<file path="src/rtl/spectrum_bar_processor.sv">
// spectrum_bar_processor: turns 8-band magnitude frames into smoothed bar levels with peak-hold markers,
// processing one band per clock after a spectrum_valid strobe.
module spectrum_bar_processor #(
    parameter int LEVEL_SHIFT = 8,
    parameter int HOLD_FRAMES = 16
) (
    input  logic        clk,
    input  logic        rst_n,
    input  logic [95:0] spectrum_in,
    input  logic        spectrum_valid,
    input  logic        clear,
    output logic [31:0] bar_levels,
    output logic [31:0] peak_levels,
    output logic        frame_done,
    output logic        busy,
    output logic        overrun
);
    typedef enum logic [1:0] {IDLE, PROC, DONE} state_t;

    state_t          r_state, w_next;
    logic [2:0]      r_idx;
    logic [95:0]     r_buf;
    logic [7:0][3:0] r_bar, r_peak;
    logic [7:0][7:0] r_hold;
    logic            r_overrun;
    logic [11:0]     w_band, w_shift;
    logic [3:0]      w_lvl, w_bar, w_peak, w_nb;
    logic [7:0]      w_hold;

    always_ff @(posedge clk or negedge rst_n) begin
        if (!rst_n) r_state <= IDLE;
        else        r_state <= w_next;
    end

    always_comb begin
        w_next = r_state;
        if (clear)                                  w_next = IDLE;
        else if (r_state == IDLE && spectrum_valid) w_next = PROC;
        else if (r_state == PROC && r_idx == 3'd7)  w_next = DONE;
        else if (r_state == DONE)                   w_next = IDLE;
    end

    always_comb begin
        w_band  = r_buf[12*r_idx +: 12];
        w_shift = w_band >> LEVEL_SHIFT;
        w_lvl   = (w_shift > 12'd15) ? 4'hF : w_shift[3:0];
        w_bar   = r_bar[r_idx];
        w_peak  = r_peak[r_idx];
        w_hold  = r_hold[r_idx];
        // lvl < bar implies bar >= 1, so the decay can never wrap
        w_nb    = (w_lvl >= w_bar) ? w_lvl : w_bar - 4'd1;
    end

    always_ff @(posedge clk or negedge rst_n) begin
        if (!rst_n) begin
            r_idx     <= '0;
            r_buf     <= '0;
            r_bar     <= '0;
            r_peak    <= '0;
            r_hold    <= '0;
            r_overrun <= 1'b0;
        end else if (clear) begin
            r_idx     <= '0;
            r_bar     <= '0;
            r_peak    <= '0;
            r_hold    <= '0;
            r_overrun <= 1'b0;
        end else begin
            if (spectrum_valid && r_state == IDLE) begin
                r_buf <= spectrum_in;
                r_idx <= '0;
            end
            if (spectrum_valid && r_state != IDLE) r_overrun <= 1'b1;
            if (r_state == PROC) begin
                r_idx        <= r_idx + 3'd1;
                r_bar[r_idx] <= w_nb;
                // peak > nb whenever it is not overwritten, so peak-1 stays >= bar
                if (w_nb >= w_peak) begin
                    r_peak[r_idx] <= w_nb;
                    r_hold[r_idx] <= 8'(HOLD_FRAMES);
                end else if (w_hold != 8'd0) begin
                    r_hold[r_idx] <= w_hold - 8'd1;
                end else begin
                    r_peak[r_idx] <= w_peak - 4'd1;
                end
            end
        end
    end

    assign bar_levels  = r_bar;
    assign peak_levels = r_peak;
    assign frame_done  = (r_state == DONE);
    assign busy        = (r_state != IDLE);
    assign overrun     = r_overrun;
endmodule

</file>
<file path="config.mk">
export PLATFORM = sky130hd
export DESIGN_NAME = spectrum_bar_processor
export DESIGN_NICKNAME = d
export VERILOG_FILES = /design/src/rtl/spectrum_bar_processor.sv
export SDC_FILE = /design/constraint.sdc
export NUM_CORES = 1
export LEC_CHECK = 0
export CAP_MARGIN = 20
export CORE_MARGIN = 3
export CORE_UTILIZATION = 53
export CTS_BUF_LIST = sky130_fd_sc_hd__clkbuf_4 sky130_fd_sc_hd__clkbuf_8 sky130_fd_sc_hd__clkbuf_16
export CTS_CLUSTER_DIAMETER = 100
export DETAILED_ROUTE_END_ITERATION = 10
export PLACE_DENSITY = 0.93
export SKIP_LAST_GASP = 1
export SYNTH_ARGS = -nofsm -noshare
export SYNTH_HDL_FRONTEND = slang
export SYNTH_SLANG_ARGS = --single-unit
</file>
<file path="constraint.sdc">
create_clock -name clk -period 6.74 [get_ports clk]
set_input_delay 1.011 -clock clk [delete_from_list [all_inputs] [get_ports clk]]
set_output_delay 1.011 -clock clk [all_outputs]
set_load 0.1 [all_outputs]
</file>
==> results by group <==
Status
  • Status: finished clean

Synthesis
  • Most frequent cells after synthesis: dfrtp_1, nor2_1, nand2_1
  • Number of synthesized flops with an enable pin: 0
  • Post-synthesis cell count: 852
  • Post-synth top area cell: dfrtp_1
  • Top area cells in the synthesized netlist: dfrtp_1, mux2i_1, mux2_2
  • Top-count cell post-synth: dfrtp_1
  • Synth cell types: 60
  • Syn avg cell area: 10.6 um^2
  • Mux cell area share after synthesis: 0.184
  • Post-Synthesis Cell Area: 0.00905 mm^2
  • Flops & latches, synth: 166
  • Adder-cell share of the synthesized area: 0.0180
  • Synth Area in Simple Gates: 0.123
  • Synthesized Nets: 965
  • XOR/XNOR share of the synthesized area: 0.00954
  • Top FF cell, synth: dfrtp_1
  • Ys async rst share: 1.00
  • Largest family of logic cells by synthesized area: multiplexers
  • Sequential share of the synthesized area: 0.459
  • Yosys top cell area share: 0.459
  • Ys Warns: 0
  • Complex-gate fraction of the synthesized area: 0.164

Critical path
  • Crit path buf inv count: 4
  • Worst Path Max Fanout: 34
  • CP Capture Type: register
  • Type of origin of the critical path: register
  • Worst stage delay on the critical path: 910 ps
  • CP Cell Sequence: buf_4 -> mux2i_1 -> a22oi_1 -> o21ai_1 -> inv_1 -> ha_1 -> nand2b_1 -> a21oi_1 -> o21ai_0 -> a311o_1 -> o211a_1 -> inv_1 -> ha_1 -> nand2_1 -> o21ai_0 -> nor4_2 -> buf_4 -> o311ai_0 -> o21ai_0
  • Crit-path most repeated cell: o21ai_0
  • Top delay family on crit path: compound AO/OA/AOI/OAI gates
  • CP arrival: 6170 ps
  • CP required: 7030 ps
  • CP Class: register to register
  • Worst path slowest cell: dfrtp_2

Die
  • Cell Rows: 47
  • # IOs: 167
  • DIE HEIGHT: 137 um
  • Initial Utilization: 0.544
  • Full die area: 0.0187 mm^2
  • Core Area: 0.0166 mm^2
  • Die W: 137 um

Global routing
  • Grt ovf: 0
  • Vias in the first global route: 7658
  • Largest net degree at the start of global routing: 90
  • Total GRT Usage: 0.281
  • Initial antenna violation count: 0
  • First-pass GRT wire length: 40900 um

Timing
  • Slew Limit Headroom: 0.236
  • Final setup vio count: 0
  • Tmin final: 5880 ps
  • Setup TNS: 0 ps
  • Setup ws final: 859 ps
  • Final worst-path cycle share: 0.872
  • Endpoints failing hold: 0
  • Skew final: 10.7 ps
  • RSZ-0062 raised after global routing: false
  • Max frequency: 170 MHz
  • Max-slew violations: 0
  • Worst slew pin tran: 1140 ps

Detailed routing
  • First-pass iteration count of the detailed router: 6
  • Total number of vias: 7628
  • WL final: 25700 um
  • ANT nets after route: 0
  • Via/cell ratio: 6.56
  • DRC errors left: 0
  • DR WL/cell: 22.1 um
  • Initial drt markers: 840

Min path
  • Worst min path class: register to register

Cells and area
  • Ant. Diodes: 0
  • Area Overhead vs Synth: 18.9%
  • Layout cells sized above 1: 0.153
  • Final net count: 1044

Clock network
  • Clock root cell: clkbuf_16
  • Number of post-CTS setup repair buffers: 0
  • CTS Buffer Depth: 2
  • Hold-fix buffers at CTS: 0
  • CTS clk-pin slew, worst paths: 70 ps
  • CTS tree: done
  • Post-CTS sizing: 0
  • Worst-skew pair later-pin latency: 440 ps
  • Clock sinks: 166
  • H-tree Lvls: 4
  • TritonCTS buffer count: 17

Power and ir drop
  • Static leakage: 0.00430 uW
  • Logic pwr share: 0.368
  • Peak supply drop: 0.261 mV
  • Clk pwr share: 0.288
  • Sequential power share: 0.344
  • Sw frac: 0.390
  • Int Pwr: 2060 uW
  • Sw power: 1320 uW
  • Power per cell area: 314 mW/mm^2

Place
  • HPWL Detailed: 16900 um
  • RD Place Congestion: 0.916
  • IO buf count: 102
  • DP Worst Slack: 1170 ps

Job
  • Max Cap Viol: 0
[power by group through the flow]
| stage | logic (uW) | clock network (uW) | registers (uW) |
|---|---|---|---|
| after detailed placement | 1210 | 0 | 1170 |
| after CTS | 1220 | 968 | 1160 |
| final | 1240 | 972 | 1160 |
| after global placement | 1170 | 0 | 1170 |
| after global routing | 1320 | 1010 | 1170 |
| after floorplan | 771 | 0 | 1270 |
[per-layer routing]
metal	global-route usage	part of all wire
met4	0.128	0.043
met2	0.452	0.49
met3	0.0699	0.096
met5	0	0
met1	0.359	0.38
[state kept, by name (all words and copies together) (netlist names)]
signal / count
r_hold: 64
bar_levels: 32
peak_levels: 32
r_buf: 32
r_idx: 3
r_state: 2
overrun: 1
[worst min-delay path: stages, from the launching register on]
cell	delay, ps
dfrtp_1	340
a21oi_1	40
nor2_1	80
[area by class of cell]
class                           instances  area (um^2)
Multi-Input combinational cell        611         4530
Clock inverter                          8          101
Timing Repair Buffer                  124         1180
Clock buffer                           22          475
Sequential cell                       166         4160
Fill cell                            1130         5880
Tap cell                              220          275
Inverter                               11         41.3
[cells by family (layout without fill, tap and decap cells)]
family,after synthesis,in the layout
buffers and inverters,75,165
AND/OR/NAND/NOR,240,240
adder cells (fa/ha/maj),13,13
multiplexers,135,135
AO/OA/AOI/OAI,214,214
flip-flops,166,166
XOR/XNOR,9,9
[layout by cell type, fill, tap and decap left out, types with 11 or more instances in the layout]
cell             instances
clkdlybuf4s50_1        100
nand2_1                 85
inv_1                   11
clkbuf_16               17
dfrtp_1                163
ha_1                    13
mux4_2                  18
mux2i_1                 69
o21ai_0                 65
nor2_1                  88
buf_4                   23
a21oi_1                 36
a211oi_1                27
mux2_2                  42
o311ai_0                21
[metrics by stage]
stage | power [uW] | hold slack, ps | area [um^2] | instances | utilization
CTS | 3350 | 507 | 10800 | 1162 | 0.647
global route | 3500 | 520 | 10800 | 1162 | 0.647
global placement | 2330 | 476 | 10200 | 1132 | 0.612
finish | 3380 | 505 | 10800 | 1162 | 0.647
detailed placement | 2380 | 493 | 10200 | 1132 | 0.612
floorplan | 2040 | 462 | 9050 | 852 | -
[path summary, 6_finish.rpt]
check	from	to	slack [ps]	cells after the start
min in group asynchronous	rst_n	r_hold[11]	640	1
worst min register to register	overrun	overrun	500	2
worst min-delay path	overrun	overrun	500	2
worst max-delay path	r_idx[2]	r_hold[36]	860	19
max in group asynchronous	rst_n	r_buf[44]	4620	2
worst max register to register	r_idx[2]	r_hold[36]	860	19
Note: power is estimated with default switching activity, not from simulation.
